<file path="src/rtl/simple_alu_seq.sv">
// simple_alu_seq
//   Sequential ALU with a valid/ready handshake on both sides. Ops 000-110
//   are computed in the accept cycle and presented one cycle later. Op 111
//   (unsigned multiply) runs an MSB-first shift-add over WIDTH cycles in
//   the MUL state. The result and the {N,Z,C,V} flags are held in DONE
//   until the consumer takes them.
//
// Ports
//   clk        rising-edge clock
//   rst        synchronous, active-high reset
//   in_valid   operands/opcode presented
//   in_ready   high in IDLE only (forced low while rst is high)
//   a, b       operands, WIDTH bits
//   op         operation select (3 bits)
//   out_valid  high in DONE only (forced low while rst is high)
//   out_ready  consumer accepts the result
//   o          registered result, WIDTH bits
//   flags      registered {N, Z, C, V}
module simple_alu_seq #(
  parameter int WIDTH = 4
) (
  input  logic             clk,
  input  logic             rst,
  input  logic             in_valid,
  output logic             in_ready,
  input  logic [WIDTH-1:0] a,
  input  logic [WIDTH-1:0] b,
  input  logic [2:0]       op,
  output logic             out_valid,
  input  logic             out_ready,
  output logic [WIDTH-1:0] o,
  output logic [3:0]       flags
);

  localparam int CW = $clog2(WIDTH);
  localparam logic [CW-1:0] CNT_FIRST = CW'(WIDTH - 1);

  typedef enum logic [1:0] {
    IDLE = 2'd0,
    MUL  = 2'd1,
    DONE = 2'd2
  } state_t;

  state_t             state_reg, state_next;
  logic [WIDTH-1:0]   a_reg, a_next;
  logic [WIDTH-1:0]   b_reg, b_next;
  logic [CW-1:0]      cnt_reg, cnt_next;
  logic [2*WIDTH-1:0] acc_reg, acc_next;
  logic [WIDTH-1:0]   o_reg, o_next;
  logic [3:0]         flags_reg, flags_next;

  // ---------------------------------------------------------------------
  // Single-cycle ALU, evaluated on the live inputs during the accept cycle
  // ---------------------------------------------------------------------
  logic [WIDTH:0]   sum_w;
  logic [WIDTH:0]   diff_w;
  logic [WIDTH-1:0] alu_res;
  logic             alu_c;
  logic             alu_v;
  logic [3:0]       alu_flags;

  assign sum_w  = {1'b0, a} + {1'b0, b};
  // Bit WIDTH of the extended difference is the borrow (a < b unsigned).
  assign diff_w = {1'b0, a} - {1'b0, b};

  always_comb begin
    alu_res = '0;
    alu_c   = 1'b0;
    alu_v   = 1'b0;
    case (op)
      3'b000: alu_res = a;
      3'b001: alu_res = b;
      3'b010: begin
        alu_res = sum_w[WIDTH-1:0];
        alu_c   = sum_w[WIDTH];
        alu_v   = (a[WIDTH-1] == b[WIDTH-1]) && (sum_w[WIDTH-1] != a[WIDTH-1]);
      end
      3'b011: begin
        alu_res = diff_w[WIDTH-1:0];
        alu_c   = diff_w[WIDTH];
        alu_v   = (a[WIDTH-1] != b[WIDTH-1]) && (diff_w[WIDTH-1] != a[WIDTH-1]);
      end
      3'b100: alu_res = a & b;
      3'b101: alu_res = a | b;
      3'b110: alu_res = a ^ b;
      default: alu_res = '0; // multiply is handled by the MUL state
    endcase
  end

  assign alu_flags = {alu_res[WIDTH-1], (alu_res == '0), alu_c, alu_v};

  // ---------------------------------------------------------------------
  // Shift-add step: the counter doubles as the multiplier bit index, so
  // bits are consumed MSB first and the accumulator shifts left each step.
  // ---------------------------------------------------------------------
  logic               mul_bit;
  logic [2*WIDTH-1:0] addend;
  logic [2*WIDTH-1:0] mul_step;
  logic [3:0]         mul_flags;

  assign mul_bit = b_reg[cnt_reg];

  generate
    for (genvar gi = 0; gi < 2 * WIDTH; gi++) begin : g_addend
      if (gi < WIDTH) begin : g_low
        assign addend[gi] = a_reg[gi] & mul_bit;
      end else begin : g_high
        assign addend[gi] = 1'b0;
      end
    end
  endgenerate

  assign mul_step  = {acc_reg[2*WIDTH-2:0], 1'b0} + addend;
  assign mul_flags = {mul_step[WIDTH-1], ~|mul_step[WIDTH-1:0],
                      |mul_step[2*WIDTH-1:WIDTH], 1'b0};

  // ---------------------------------------------------------------------
  // Next-state and datapath-next logic
  // ---------------------------------------------------------------------
  always_comb begin
    state_next = state_reg;
    a_next     = a_reg;
    b_next     = b_reg;
    cnt_next   = cnt_reg;
    acc_next   = acc_reg;
    o_next     = o_reg;
    flags_next = flags_reg;
    case (state_reg)
      IDLE: begin
        if (in_valid) begin
          if (op == 3'b111) begin
            a_next     = a;
            b_next     = b;
            cnt_next   = CNT_FIRST;
            acc_next   = '0;
            state_next = MUL;
          end else begin
            o_next     = alu_res;
            flags_next = alu_flags;
            state_next = DONE;
          end
        end
      end
      MUL: begin
        acc_next = mul_step;
        if (cnt_reg == '0) begin
          // Last multiplier bit: publish the low half straight from the step.
          o_next     = mul_step[WIDTH-1:0];
          flags_next = mul_flags;
          state_next = DONE;
        end else begin
          cnt_next = cnt_reg - CW'(1);
        end
      end
      DONE: begin
        if (out_ready) begin
          state_next = IDLE;
        end
      end
      default: state_next = IDLE;
    endcase
  end

  always_ff @(posedge clk) begin
    if (rst) begin
      state_reg <= IDLE;
      a_reg     <= '0;
      b_reg     <= '0;
      cnt_reg   <= '0;
      acc_reg   <= '0;
      o_reg     <= '0;
      flags_reg <= '0;
    end else begin
      state_reg <= state_next;
      a_reg     <= a_next;
      b_reg     <= b_next;
      cnt_reg   <= cnt_next;
      acc_reg   <= acc_next;
      o_reg     <= o_next;
      flags_reg <= flags_next;
    end
  end

  // Handshake outputs are masked by rst so nothing is offered or accepted
  // while reset is held.
  assign in_ready  = (state_reg == IDLE) && !rst;
  assign out_valid = (state_reg == DONE) && !rst;
  assign o         = o_reg;
  assign flags     = flags_reg;

endmodule

</file>
<file path="config.mk">
export PLATFORM = sky130hd
export DESIGN_NAME = simple_alu_seq
export DESIGN_NICKNAME = d
export VERILOG_FILES = /design/src/rtl/simple_alu_seq.sv
export SDC_FILE = /design/constraint.sdc
export NUM_CORES = 1
export LEC_CHECK = 0
export BUFFER_PORTS_ARGS = -buffer_cell sky130_fd_sc_hd__buf_4
export CAP_MARGIN = 20
export CORE_MARGIN = 4
export CORE_UTILIZATION = 40
export CTS_BUF_LIST = sky130_fd_sc_hd__clkbuf_4 sky130_fd_sc_hd__clkbuf_8
export DETAILED_ROUTE_END_ITERATION = 8
export HOLD_SLACK_MARGIN = 0.08
export PLACE_DENSITY_LB_ADDON = 0.25
export SYNTH_ARGS = -nofsm -noshare
export SYNTH_HDL_FRONTEND = slang
export SYNTH_SLANG_ARGS = --single-unit
export TNS_END_PERCENT = 1
</file>
<file path="constraint.sdc">
create_clock -name clk -period 7.4 [get_ports clk]
set_input_delay 0 -clock clk [delete_from_list [all_inputs] [get_ports clk]]
set_output_delay 0 -clock clk [all_outputs]
set_load 0.02 [all_outputs]
</file>
# ---- After elaboration in Yosys (flattened, before gate mapping)
# Cells that the tools add are included.
dict set report word_totals {
  ff_bits 27
  elab_cells 81
  mem_bits_ro 0
  output_inout_bits 10
  memories 0
  latch_bits 0
  inputBits 15
  mem_bits_rw 0
}
dict set report classes {
  n_addsub 4
  shift 0
  n_div 0
  eq_ne 19
  reduce_logical 18
  n_lt_le_gt_ge 1
  muxes 25
  mul 0
  n_bitwise 7
}
# operator n
set op_table {}
lappend op_table {{4-bit one-hot mux with 7 select lines} 1}
lappend op_table {{4-bit 2-to-1 mux} 6}
lappend op_table {{4-bit one-hot mux with 2 select lines} 2}
lappend op_table {{2-bit 2-to-1 mux} 7}
lappend op_table {{7-bit 2-to-1 mux} 2}
lappend op_table {{7-bit one-hot mux with 2 select lines} 1}
lappend op_table {{3-bit == test, second input constant} 4}
lappend op_table {{2-bit != test, second input constant} 6}
lappend op_table {{3-bit AND reduction} 3}
lappend op_table {{8-bit by 4-bit adder with 8-bit output} 1}
lappend op_table {{4-bit AND reduction} 2}
lappend op_table {{4-bit OR reduction} 2}
lappend op_table {{3-bit by 2-bit == test with 1-bit output, second input constant} 2}
lappend op_table {{2-bit one-hot mux with 3 select lines} 1}
lappend op_table {{4-bit by 4-bit adder with 5-bit output} 1}
lappend op_table {{4-bit by 4-bit subtractor with 5-bit output} 1}
lappend op_table {{1-bit bitwise AND} 4}
lappend op_table {{4-bit bitwise AND} 1}
lappend op_table {{1-bit logical AND} 4}
lappend op_table {{2-bit logical NOT} 2}
lappend op_table {{4-bit logical NOT} 1}
lappend op_table {{4-bit OR} 1}
lappend op_table {{1-bit one-hot mux with 2 select lines} 2}
lappend op_table {{2-bit one-hot mux with 2 select lines} 1}
lappend op_table {{other kinds (13)} 16}

# ---- Logic depth before layout (Yosys ltp)
# Gate-level depths: netlist (run 1).
dict set report depth {
  word_depth 8
  ltp_mapped 9
  mapped_depth_nobuf 9
}

# ---- Worst setup path before layout (run 1)
# OpenSTA, ideal clock, no wires.
dict set report synth_timing {
  kind {register to register}
  from {register cnt_reg[1]}
  to {register flags_reg[2] (netlist: flags[2])}
  slack_ns 4.860
  setup_ns 0.074
  t_arrival_ns 2.466
  path_stages_with_launch 9
  path_buffers 0
  required_time_ns 7.326
  period_less_slack_ns 2.540
  cell_sequence {dfxtp_1 > mux4_2 > and2_2 > ha_1 > fa_1 > xor2_1 > a2111oi_4 > mux2i_1 > o22ai_2}
}
dict set report synth_via {
  elab_chain_len 8
  elab_cells_between_ends 14
  cone_classes {1 x add/sub; 1 x eq/ne; 4 x mux; 4 x bitwise; 4 x reduce/logical}
}
# item line_no
set synth_lines {}
lappend synth_lines {{from (decl)} 47} ;# logic [CW-1:0] cnt_reg, cnt_next;
lappend synth_lines {{from (signal assigned)} 177} ;# cnt_reg <= cnt_next;
lappend synth_lines {{1-bit binary-select mux with 2-bit select} 101} ;# assign mul_bit = b_reg[cnt_reg];
lappend synth_lines {{1-bit 2-to-1 mux (not written as such)} 101}
lappend synth_lines {{1-bit bitwise AND} 106} ;# assign addend[gi] = a_reg[gi] & mul_bit;
lappend synth_lines {{8-bit by 4-bit adder with 8-bit output} 113} ;# assign mul_step = {acc_reg[2*WIDTH-2:0], 1'b0} + addend;
lappend synth_lines {{4-bit OR reduction} 114} ;# assign mul_flags = {mul_step[WIDTH-1], ~|mul_step[WIDTH-1:0],
lappend synth_lines {{1-bit logical NOT} 114}
lappend synth_lines {{4-bit 2-to-1 mux} 146} ;# if (cnt_reg == '0) begin
lappend synth_lines {{4-bit one-hot mux with 2 select lines} 128} ;# case (state_reg)
lappend synth_lines {{to (signal assigned)} 180} ;# flags_reg <= flags_next;
lappend synth_lines {{to (decl)} 50} ;# logic [3:0] flags_reg, flags_next;
# Several ways; a longest one is shown, not always the timed one. The select of a mux whose other input is x is not followed.
# A chain may end at the register's enable or synchronous reset.

# ---- Final worst setup path (run 1)
dict set report layout_timing {
  from {register cnt_reg[1]}
  to {register flags_reg[1] (netlist: flags[1])}
}
dict set report layout_via {
  elab_chain_len 7
  elab_cells_between_ends 13
  cone_classes {1 x add/sub; 1 x eq/ne; 4 x mux; 4 x bitwise; 3 x reduce/logical}
}
# item line_no
set layout_lines {}
lappend layout_lines {{1-bit binary-select mux with 2-bit select} 101}
lappend layout_lines {{1-bit 2-to-1 mux (not written as such)} 101}
lappend layout_lines {{1-bit bitwise AND} 106}
lappend layout_lines {{8-bit by 4-bit adder with 8-bit output} 113}
lappend layout_lines {{4-bit OR reduction} 115} ;# |mul_step[2*WIDTH-1:WIDTH], 1'b0};
lappend layout_lines {{4-bit 2-to-1 mux} 146}
lappend layout_lines {{4-bit one-hot mux with 2 select lines} 128}
# Several ways; a longest one is shown, not always the timed one. The select of a mux whose other input is x is not followed.

==> summary.txt, run 1 <==
Clock network
  – Root buf cell: clkbuf_8
  – Htree depth: 1
  – PostCTS Resize Cnt: 0
  – Clock tree buffer depth: 2
  – CTS tree: yes
  – TritonCTS buffer count: 3
  – Clock Sinks: 26
  – Skew-Pair Late Insertion Delay: 270 ps
  – Worst-path clk slew: 90 ps

Placed design
  – Dpl cells: 305
  – DP HPWL: 3540 µm
  – Final RePlAce weighted congestion: 0.825
  – Port bufs: 24

Finish
  – Core utilization of the finished layout: 48.7%
  – Layout cell share with drive strength beyond 1: around 15%
  – Commonest non-fill, non-tap cell in the layout: dfxtp_1
  – Fin nets: about 290
  – Cell Count, Final, Fillers Out: 319
  – Fillers: 470
  – ANT cells: 0
  – Register area: between 500 and 600 µm²
  – Area of the multi-input gates: 0.00130 mm²
  – Max FFs per register: 7
  – Area delta synth->final: 17.4%
  – Most frequent cells in the layout: dfxtp_1, buf_4, nor2_1

Yosys
  – Post-synthesis cell count: 228
  – Asr flop ratio synth: 0%
  – Proportion of synthesized area in mux cells: approximately a tenth
  – Number of enable flip-flop cells after synthesis: 0
  – Post-Syn Area: 0.00197 mm²
  – Largest family of logic cells by synthesized area: simple AND/OR/NAND/NOR gates
  – Post-Syn Nets: 262
  – Synth Area in XOR/XNOR: about 2.7%
  – Synth unique cells: 49
  – Synth Register Bits: 26
  – Synth Area in Simple Gates: 21.5%
  – Primary FF master, synth: dfxtp_1
  – Mapped Avg Cell Area: between 8 and 9 µm²
  – Synth Area in Adders: 13.2%
  – Sequential area share after synthesis: a little over a quarter
  – Synth Area in Compound Gates: 18.7%
  – Synth warnings: 0

Critical path
  – Worst path cell trace: mux4_2, and2_2, ha_1, fa_1, a21o_1, a211oi_1, a41oi_1, o21ai_0, a211oi_1
  – CP Launch Type: register
  – Worst-path cell with the longest stage delay: mux4_2
  – CP Max Fanout: 5
  – Crit Path Class: reg2reg
  – Crit end category: register
  – WP data arrival: between 2000 and 3000 ps
  – WP buf/inv: 0
  – Family with the most delay on the worst path: compound AO/OA/AOI/OAI gates
  – Most used cell, CP: a211oi_1
  – Critical Path RT: 7560 ps
  – CP peak stage delay: 600 ps

Timing
  – RSZ-0062 raised after global routing: no
  – Relative slew slack: 35.4%
  – Final Skew: around 10 ps
  – Final hold vios: 0
  – Final worst-path cycle share: 37.3%
  – Max Transition Viols Final: 0
  – Number of setup violations in the final report: 0
  – Worst slew pin tran: 967 ps
  – Fmax: 0.362 GHz
  – Hold_ws: between 100 and 150 ps
  – Setup TNS: 0 ps
  – Crit path time final: ~2800 ps

Drt
  – Vias: around 1.7k
  – First-pass DRT Iterations: 4
  – Post-DRT Antenna Nets: 0
  – Avg Vias per Cell: 5.40
  – Met2 WL post-DR: 2240 µm
  – Drt drc: 0
  – Routed wl met3: 215 µm
  – DR iter-0 viols: approximately 170
  – Final wirelength: between 4000 and 5000 µm
  – Avg WL per Cell: 15.0 µm
  – DR top layer: met4
  – Wl on met1: roughly 2300 µm

Power
  – VDD IR max: 0.0718 mV
  – PD cells: around 140 mW/mm²
  – Power Total: 331 µW
  – Leak: between 0.0009 and 0.001 µW

Floorplanning
  – Initial core utilization: 41.4%
  – Core ar.: 0.00475 mm²
  – Die Area: a little over 0.006 mm²
  – IO Count: 25
  – Core Rows: 25
  – Height of the die: a little under 80 µm
  – Die Width: about 78 µm

Global route
  – Antenna violations before repair: 0
  – Total GRT Usage: 16.8%
  – First-pass GRT wire length: 8250 µm
  – Vias in the first global route: around 1.6k
  – Total congestion overflow: 0
  – Largest net degree at the start of global routing: 33

Worst hold path
  – Hold Crit Class: in2reg

Outcome
  – Status: finished, final reports clean

Job
  – Max-Cap Viols: 0
-- cell families (layout without fill, tap and decap cells) --
logic type | Yosys count | count (layout)
and+or+nand+nor | 78 | 78
AOI/OAI and AO/OA | 50 | 50
buffers and inverters | 33 | 57
DFF | 26 | 26
adders and majority gates | 19 | 19
muxes | 16 | 16
xor gates and xnor gates | 6 | 6
-- through the flow --
step / setup WS, ps / cell area [µm²]
6_report: 4640 / 2310
5_1_grt: 4380 / 2310
4_1_cts: 4640 / 2310
3_5_place_dp: 4700 / 2160
3_3_place_gp: 4760 / 2160
2_1_floorplan: 4860 / 1970
-- final timing paths --
kind | start | to | slack, ps | depth (start not counted)
setup / recovery | cnt_reg[1] | flags[1] | 4640 | 9
hold / removal | rst | a_reg[3] | 100 | 2
setup reg to reg | cnt_reg[1] | flags[1] | 4640 | 9
hold reg to reg | o[2] | o[2] | 460 | 2
-- cells in the mapped netlist (4+ instances only) --
| master | count | area share (%) |
|---|---|---|
| a211oi_1 | 6 | 2.3 |
| a21o_1 | 4 | 1.5 |
| a21oi_1 | 12 | 3.0 |
| a22oi_1 | 4 | 1.5 |
| a31oi_1 | 4 | 1.3 |
| buf_2 | 7 | 1.8 |
| dfxtp_1 | 26 | 26 |
| ha_1 | 16 | 10 |
| inv_1 | 19 | 3.6 |
| mux2i_1 | 13 | 6.6 |
| nand2_1 | 13 | 2.5 |
| nand2b_1 | 5 | 1.6 |
| nand3_1 | 5 | 1.3 |
| nand3b_1 | 4 | 1.5 |
| nor2_1 | 22 | 4.2 |
| nor2b_1 | 4 | 1.3 |
| nor3_1 | 5 | 1.3 |
| nor4_1 | 4 | 1.3 |
| xnor2_1 | 4 | 1.8 |
-- cell type report --
| class | count | area share, % |
|---|---|---|
| multi-input cells | 169 | 56.3 |
| flip-flops and latches | 26 | 22.5 |
| repair buffers | 34 | 12.1 |
| well taps | 67 | 3.62 |
| inverters | 19 | 3.08 |
| clock buffers | 4 | 2.38 |
-- power breakdown --
group	leakage (µW)	switching [µW]	internal, µW
clock network	0.0000288	44.1	47.6
logic	0.000707	49.3	39.7
registers	0.000211	4.97	145
-- routing by layer --
metal / up-vias / GRT usage, %
met3: 4 / 2.87
met5: - / 0
met2: 51 / 27.8
met1: 806 / 23.1
met4: 0 / 3.15
li1: 863 / -
-- timing repair --
action,4_1_cts,5_1_grt
hold buffers,10,0
buffers inserted,0,0
hold endpoints to repair,10,0
No activity file was read; power rests on OpenSTA's default activity.
==> inputs of run 2 (changes only) <==
==> constraint.sdc (replaced) <==
create_clock -name clk -period 2.8 [get_ports clk]
set_input_delay 0 -clock clk [delete_from_list [all_inputs] [get_ports clk]]
set_output_delay 0 -clock clk [all_outputs]
set_load 0.02 [all_outputs]
==> run 2 against run 1 <==
  * Final area rose by 0.65%
  * Highest routed layer unchanged
  * Register-to-register slack worse by 4600 ps
  * Fmax grew 1.7%
  * Worst setup slack got worse by 4600 ps
  * Non-clock buffer count up 2
  * Flip-flop and latch count unchanged
==> summary.txt, run 2 (synthesis results as in run 1) <==
Worst hold path
  – Hold Crit Endpoint: a_reg[3]
  – Worst Hold Path Cells: 2 (unchanged)
  – Hold_sp: rst
  – Hold Crit Class: in2reg

Finish
  – Fin nets: 289 (+0.70%)
  – Area delta synth->final: 18.2%
  – Most frequent cells in the layout: dfxtp_1, buf_4, nor2_1
  – Layout cell share with drive strength beyond 1: 16.1% (+0.67 points)
  – ANT cells: 0 (unchanged)
  – Cell Count, Final, Fillers Out: 321 (+0.63%)
  – Max FFs per register: 7 (unchanged)

Floorplanning
  – Initial core utilization: 41.4% (unchanged)
  – Height of the die: 78.2 µm (unchanged)
  – Die Width: 78.2 µm (unchanged)
  – IO Count: 25 (unchanged)
  – Core Rows: 25 (unchanged)
  – Die Area: 0.00611 mm² (unchanged)
  – Core ar.: 0.00475 mm² (unchanged)

Clock network
  – CTS tree: yes
  – Root buf cell: clkbuf_8
  – Clock tree buffer depth: 2 (unchanged)
  – Worst-path clk slew: 100 ps (about the same)
  – TritonCTS buffer count: 3 (unchanged)
  – Htree depth: 1 (unchanged)
  – Clock Sinks: 26 (unchanged)
  – Skew-Pair Late Insertion Delay: 280 ps (about the same)

Power
  – VDD IR max: 0.283 mV (+290%)
  – PD cells: 378 mW/mm² (+160%)
  – Clock power frac: 28.4% (+0.7 points)
  – Seq pwr share: 45.1% (-0.3 points)
  – Sw frac: 30.1% (+0.33 points)
  – Net switching power: 264 µW (+170%)
  – Internal power: 615 µW (+160%)
  – Leak: 0.000958 µW (+1.1%)
  – Combinational Power Share: 26.5% (-0.4 points)

Timing
  – Fmax: 0.369 GHz (+1.7%)
  – Setup TNS: 0 ps (unchanged)
  – Relative slew slack: 65.1% (+30 points)
  – Final Skew: 10.7 ps (+0.648 ps)
  – Worst slew pin tran: 515 ps (-452 ps)
  – Max Transition Viols Final: 0 (unchanged)
  – Final worst-path cycle share: 96.9% (+60 points)
  – Number of setup violations in the final report: 0 (unchanged)
  – Crit path time final: 2710 ps (-46.9 ps)
  – Worst setup margin: 86.7 ps (-4550 ps)
  – RSZ-0062 raised after global routing: no
  – Final hold vios: 0 (unchanged)

Global route
  – Total congestion overflow: 0 (unchanged)
  – Antenna violations before repair: 0 (unchanged)
  – Largest net degree at the start of global routing: 33 (unchanged)
  – Vias in the first global route: 1681 (+3.6%)
  – Total GRT Usage: 16.6% (-0.15 points)
  – First-pass GRT wire length: 8200 µm (-0.50%)

Placed design
  – Dpl cells: 306 (+0.33%)
  – DP HPWL: 3460 µm (-2.2%)
  – Final RePlAce weighted congestion: 0.834 (+1.1%)
  – Port bufs: 24 (unchanged)
  – Post-place setup slack: 118 ps (-4580 ps)

Critical path
  – Worst R2R End: o[3]
  – Worst-path cell with the longest stage delay: mux4_2
  – WP data arrival: 2940 ps (+20 ps)
  – Worst path cell trace: mux4_2, and2_2, ha_1, fa_1, xor2_1, nor4b_1, a211o_1
  – Reg-to-reg startpoint: cnt_reg[1]
  – Critical Path RT: 3030 ps (-4530 ps)
  – Crit Path Class: reg2reg
  – FF-to-FF path depth: 7 (-2)
  – CP Max Fanout: 5 (unchanged)
  – Crit end category: register
  – CP Launch Type: register
  – CP peak stage delay: 570 ps (-30 ps)
  – Worst R2R Setup Slack: 90 ps (-4550 ps)

Drt
  – Final wirelength: 4700 µm (-1.7%)
  – Drt drc: 0 (unchanged)
  – Avg WL per Cell: 14.6 µm (-2.3%)
  – Post-DRT Antenna Nets: 0 (unchanged)
  – Avg Vias per Cell: 5.28 (-2.3%)
  – Vias: 1695 (-1.7%)
  – First-pass DRT Iterations: 4 (unchanged)
  – DR iter-0 viols: 178 (+2.3%)

Outcome
  – Status: finished, final reports clean

Job
  – Max-Cap Viols: 0 (unchanged)
run 2: cell types whose count changed in the layout (fill, tap and decap cells not counted), sizes merged:
cell | previous run | this run
buf | 24 | 26
run 2: repair_timing:
| action | CTS | global route |
|---|---|---|
| endpoints found under the hold margin | 10 | 0 |
| hold buffers | 10 | 0 |
| setup buffers | 0 | 1 |
| setup endpoints to repair | 0 | 2 |
| resized for setup | 0 | 0 |
run 2: worst max-delay path by stage:
| stage | start | endpoint | slack, ps | depth (start not counted) |
|---|---|---|---|---|
| 2_1_floorplan | cnt_reg[1] | flags[2] | 260 | 8 |
| 3_3_place_gp | cnt_reg[1] | flags[2] | 150 | 8 |
| 3_5_place_dp | cnt_reg[1] | flags[2] | 120 | 8 |
| 4_1_cts | cnt_reg[1] | flags[2] | 100 | 8 |
| 5_1_grt | cnt_reg[1] | flags[2] | 4 | 8 |
| 6_report | cnt_reg[1] | o[3] | 90 | 7 |
run 2: critical path: cells and delay by family (launching register included):
family | cells | cell delay, ps
simple gates | 2 | 630
fa+ha+maj | 2 | 600
mux | 1 | 570
flops | 1 | 380
xor+xnor | 1 | 350
compound gates | 1 | 150
run 2: area by class of cell:
type                       instances  area, µm²
fill                             483       2430
clock buffer                       4       55.1
sequential                        26        520
inverter                          19       71.3
tap                               67       83.8
multi-input combinational        169       1300
timing repair buffer              36        295
run 2: stage by stage:
stage	area, µm²	utilization [%]	hold slack (ps)	total power (µW)
final	2330	49.0	103	879
after global routing	2330	49.0	122	933
after CTS	2320	48.8	101	889
after detailed placement	2170	45.6	288	627
after global placement	2170	45.6	279	626
after floorplan	1970	-	147	557
run 2: routing by layer:
layer,global-route usage (%),routed length [µm]
met1,22.3,2320
met2,27.1,2140
met3,3.10,157
met4,5.07,86
met5,0,0
run 2: power groups by stage:
stage          clock [µW]  sequential (µW)  combinational (µW)
6_report              250              397                 233
5_1_grt               273              400                 260
4_1_cts               259              397                 234
3_5_place_dp            0              405                 222
3_3_place_gp            0              405                 221
2_1_floorplan           0              409                 148
==> inputs of run 3 (changes only) <==
--- a/config.mk
+++ b/config.mk
@@ -7,11 +7,11 @@
 export LEC_CHECK = 0
 export BUFFER_PORTS_ARGS = -buffer_cell sky130_fd_sc_hd__buf_4
 export CAP_MARGIN = 20
+export CORE_ASPECT_RATIO = 1.25
 export CORE_MARGIN = 4
 export CORE_UTILIZATION = 40
 export CTS_BUF_LIST = sky130_fd_sc_hd__clkbuf_4 sky130_fd_sc_hd__clkbuf_8
 export DETAILED_ROUTE_END_ITERATION = 8
-export HOLD_SLACK_MARGIN = 0.08
 export PLACE_DENSITY_LB_ADDON = 0.25
 export SYNTH_ARGS = -nofsm -noshare
 export SYNTH_HDL_FRONTEND = slang
==> run 3 against run 2 <==
  * The run now ends with hold timing left
  * Largest power group unchanged
  * Hold slack got worse by 100 ps
  * Die area increased by 0.11%
  * Core utilization decreased by 2.4 points
  * Final cell count fell by 5.6%
  * Combinational power fell by 5%
  * Non-clock buffer count is 11 lower
  * Worst setup slack better by 25 ps
  * Via count shrank 0.65%
  * Clock skew is 4.2 ps lower
  * Register-to-register slack improved by 30 ps
  * Flip-flop and latch count stayed put
==> summary.txt, run 3 (synthesis results as in run 1) <==
Critical path
  – Crit Path Class: reg2reg
  – CP peak stage delay: 570 ps (about the same)
  – Worst path cell trace: mux4_2, and2_2, ha_1, fa_1, nand2b_1, a2111oi_4, mux2i_1, o22ai_2
  – Family with the most delay on the worst path: multiplexers
  – CP Max Fanout: 5 (unchanged)
  – WP data arrival: 2890 ps (-50 ps)
  – Critical Path RT: 3000 ps (-30 ps)
  – Worst R2R Setup Slack: 110 ps (+30 ps)
  – Worst R2R End: flags[2]
  – Worst-path cell with the longest stage delay: mux4_2
  – Crit end category: register
  – Reg-to-reg startpoint: cnt_reg[1]
  – FF-to-FF path depth: 8 (+1)
  – WP buf/inv: 0 (unchanged)
  – CP Launch Type: register

Placed design
  – Port bufs: 24 (unchanged)
  – DP HPWL: 3650 µm (+5.4%)
  – Post-place setup slack: 119 ps (+1.58 ps)
  – Final RePlAce weighted congestion: 0.840 (+0.68%)

Timing
  – Max Transition Viols Final: 0 (unchanged)
  – Final worst-path cycle share: 96.0% (-0.90 points)
  – Fmax: 0.372 GHz (+0.94%)
  – Number of setup violations in the final report: 0 (unchanged)
  – Crit path time final: 2690 ps (-25.2 ps)
  – Final Skew: 6.47 ps (-4.22 ps)
  – Setup TNS: 0 ps (unchanged)
  – RSZ-0062 raised after global routing: no
  – Relative slew slack: 55.4% (-9.7 points)
  – Hold_ws: -0.920 ps (-104 ps)
  – Worst slew pin tran: 667 ps (+152 ps)
  – Final hold vios: 1 (+1)
  – Worst setup margin: 112 ps (+25.2 ps)

Worst hold path
  – Hold Crit Class: in2reg
  – Worst Hold Path Cells: 3 (+1)
  – Hold Crit Endpoint: b_reg[1]
  – Hold_sp: b[1]

Finish
  – Layout cell share with drive strength beyond 1: 17.3% (+1.1 points)
  – Fillers: 499 (+3.3%)
  – Fin nets: 278 (-3.8%)
  – ANT cells: 0 (unchanged)
  – Max FFs per register: 7 (unchanged)
  – Most frequent cells in the layout: dfxtp_1, buf_4, nor2_1
  – Area delta synth->final: 12.6%

Power
  – PD cells: 391 mW/mm² (+3.5%)
  – VDD IR max: 0.171 mV (-39%)
  – Leak: 0.000912 µW (-4.8%)

Drt
  – Met2 WL post-DR: 2370 µm (+11%)
  – Avg WL per Cell: 15.4 µm (+5.1%)
  – Post-DRT Antenna Nets: 0 (unchanged)
  – Avg Vias per Cell: 5.56 (+5.3%)
  – DR top layer: met4
  – First-pass DRT Iterations: 6 (+2)
  – Drt drc: 0 (unchanged)
  – Routed wl met3: 96 µm (-39%)
  – Vias: 1684 (-0.65%)
  – Wl on met1: 2110 µm (-9.1%)
  – Final wirelength: 4660 µm (-0.83%)
  – DR iter-0 viols: 137 (-23%)

Job
  – Max-Cap Viols: 0 (unchanged)

Global route
  – Vias in the first global route: 1615 (-3.9%)
  – Total GRT Usage: 15.6% (-1.1 points)
  – Largest net degree at the start of global routing: 33 (unchanged)
  – First-pass GRT wire length: 7740 µm (-5.6%)
  – Total congestion overflow: 0 (unchanged)
  – Antenna violations before repair: 0 (unchanged)

Floorplanning
  – Die Area: 0.00612 mm² (+0.11%)
  – Core Rows: 28 (+12%)
  – Height of the die: 86.5 µm (+11%)
  – IO Count: 25 (unchanged)
  – Initial core utilization: 41.4% (-0.087 points)
  – Core ar.: 0.00476 mm² (+0.21%)
  – Die Width: 70.8 µm (-9.5%)

Outcome
  – Failing checks: hold timing
  – Status: finished, violations left

Clock network
  – Root buf cell: clkbuf_8
  – Skew-Pair Late Insertion Delay: 270 ps (about the same)
  – PostCTS Resize Cnt: 0 (unchanged)
  – Clock Sinks: 26 (unchanged)
  – CTS tree: yes
  – TritonCTS buffer count: 3 (unchanged)
  – Htree depth: 1 (unchanged)
  – Clock tree buffer depth: 2 (unchanged)
  – Worst-path clk slew: 100 ps (about the same)
  – Hold-fix buffers, CTS: 0 (-10)
  – Post-CTS Repair Setup Buffers: 0 (unchanged)
## run 3: changes by cell type in the layout (fill, tap and decap cells not counted)
cell | before | now
dlygate4sd3_1 | 10 | 0
a211oi_1 | 6 | 5
a211oi_2 | 0 | 1
buf_4 | 26 | 25
dfxtp_1 | 26 | 25
dfxtp_2 | 0 | 1
o21ai_0 | 3 | 2
o21ai_1 | 0 | 1
## run 3: stage by stage
stage          hold slack, ps  instance area, µm²  power (µW)  utilization (%)  std cells
3_3_place_gp              266                2160         626             45.3        299
6_report               -0.920                2220         867             46.6        303
5_1_grt                  10.3                2220         911             46.6        303
3_5_place_dp              277                2160         629             45.3        299
4_1_cts                  2.65                2210         869             46.4        303
2_1_floorplan             147                1970         557                -        228
## run 3: how the worst max path moves through the flow
stage | start | end | cells after the start | slack [ps]
floorplan | cnt_reg[1] | flags[2] | 8 | 260
global placement | cnt_reg[1] | flags[2] | 8 | 190
detailed placement | cnt_reg[1] | flags[2] | 8 | 120
CTS | cnt_reg[1] | flags[2] | 8 | 90
global route | cnt_reg[1] | flags[1] | 9 | 10
finish | cnt_reg[1] | flags[2] | 8 | 110
## run 3: area by class of cell
class	instances	area [µm²]	area share, %
Multi-Input combinational cell	169	1310	58.9
Clock buffer	4	55.1	2.48
Tap cell	60	75.1	3.38
Sequential cell	26	522	23.5
Timing Repair Buffer	25	188	8.46
Inverter	19	71.3	3.21
## run 3: worst reg2reg max path: stages (launching register included)
cell and delay, ps:
dfxtp_2 360, mux4_2 570, and2_2 230, ha_1 210
fa_1 450, nand2b_1 220, a2111oi_4 310, mux2i_1 130
o22ai_2 140
## run 3: metal layers
metal | up-vias | GRT usage [%]
li1 | 840 | -
met1 | 808 | 19.8
met2 | 28 | 27.5
met3 | 8 | 1.74
met4 | 0 | 4.79
met5 | - | 0
## run 3: report_power, final
group          internal (µW)  switching, µW  total, µW
clock                    126            122        248
combinational           95.6            126        222
sequential               384           13.6        397
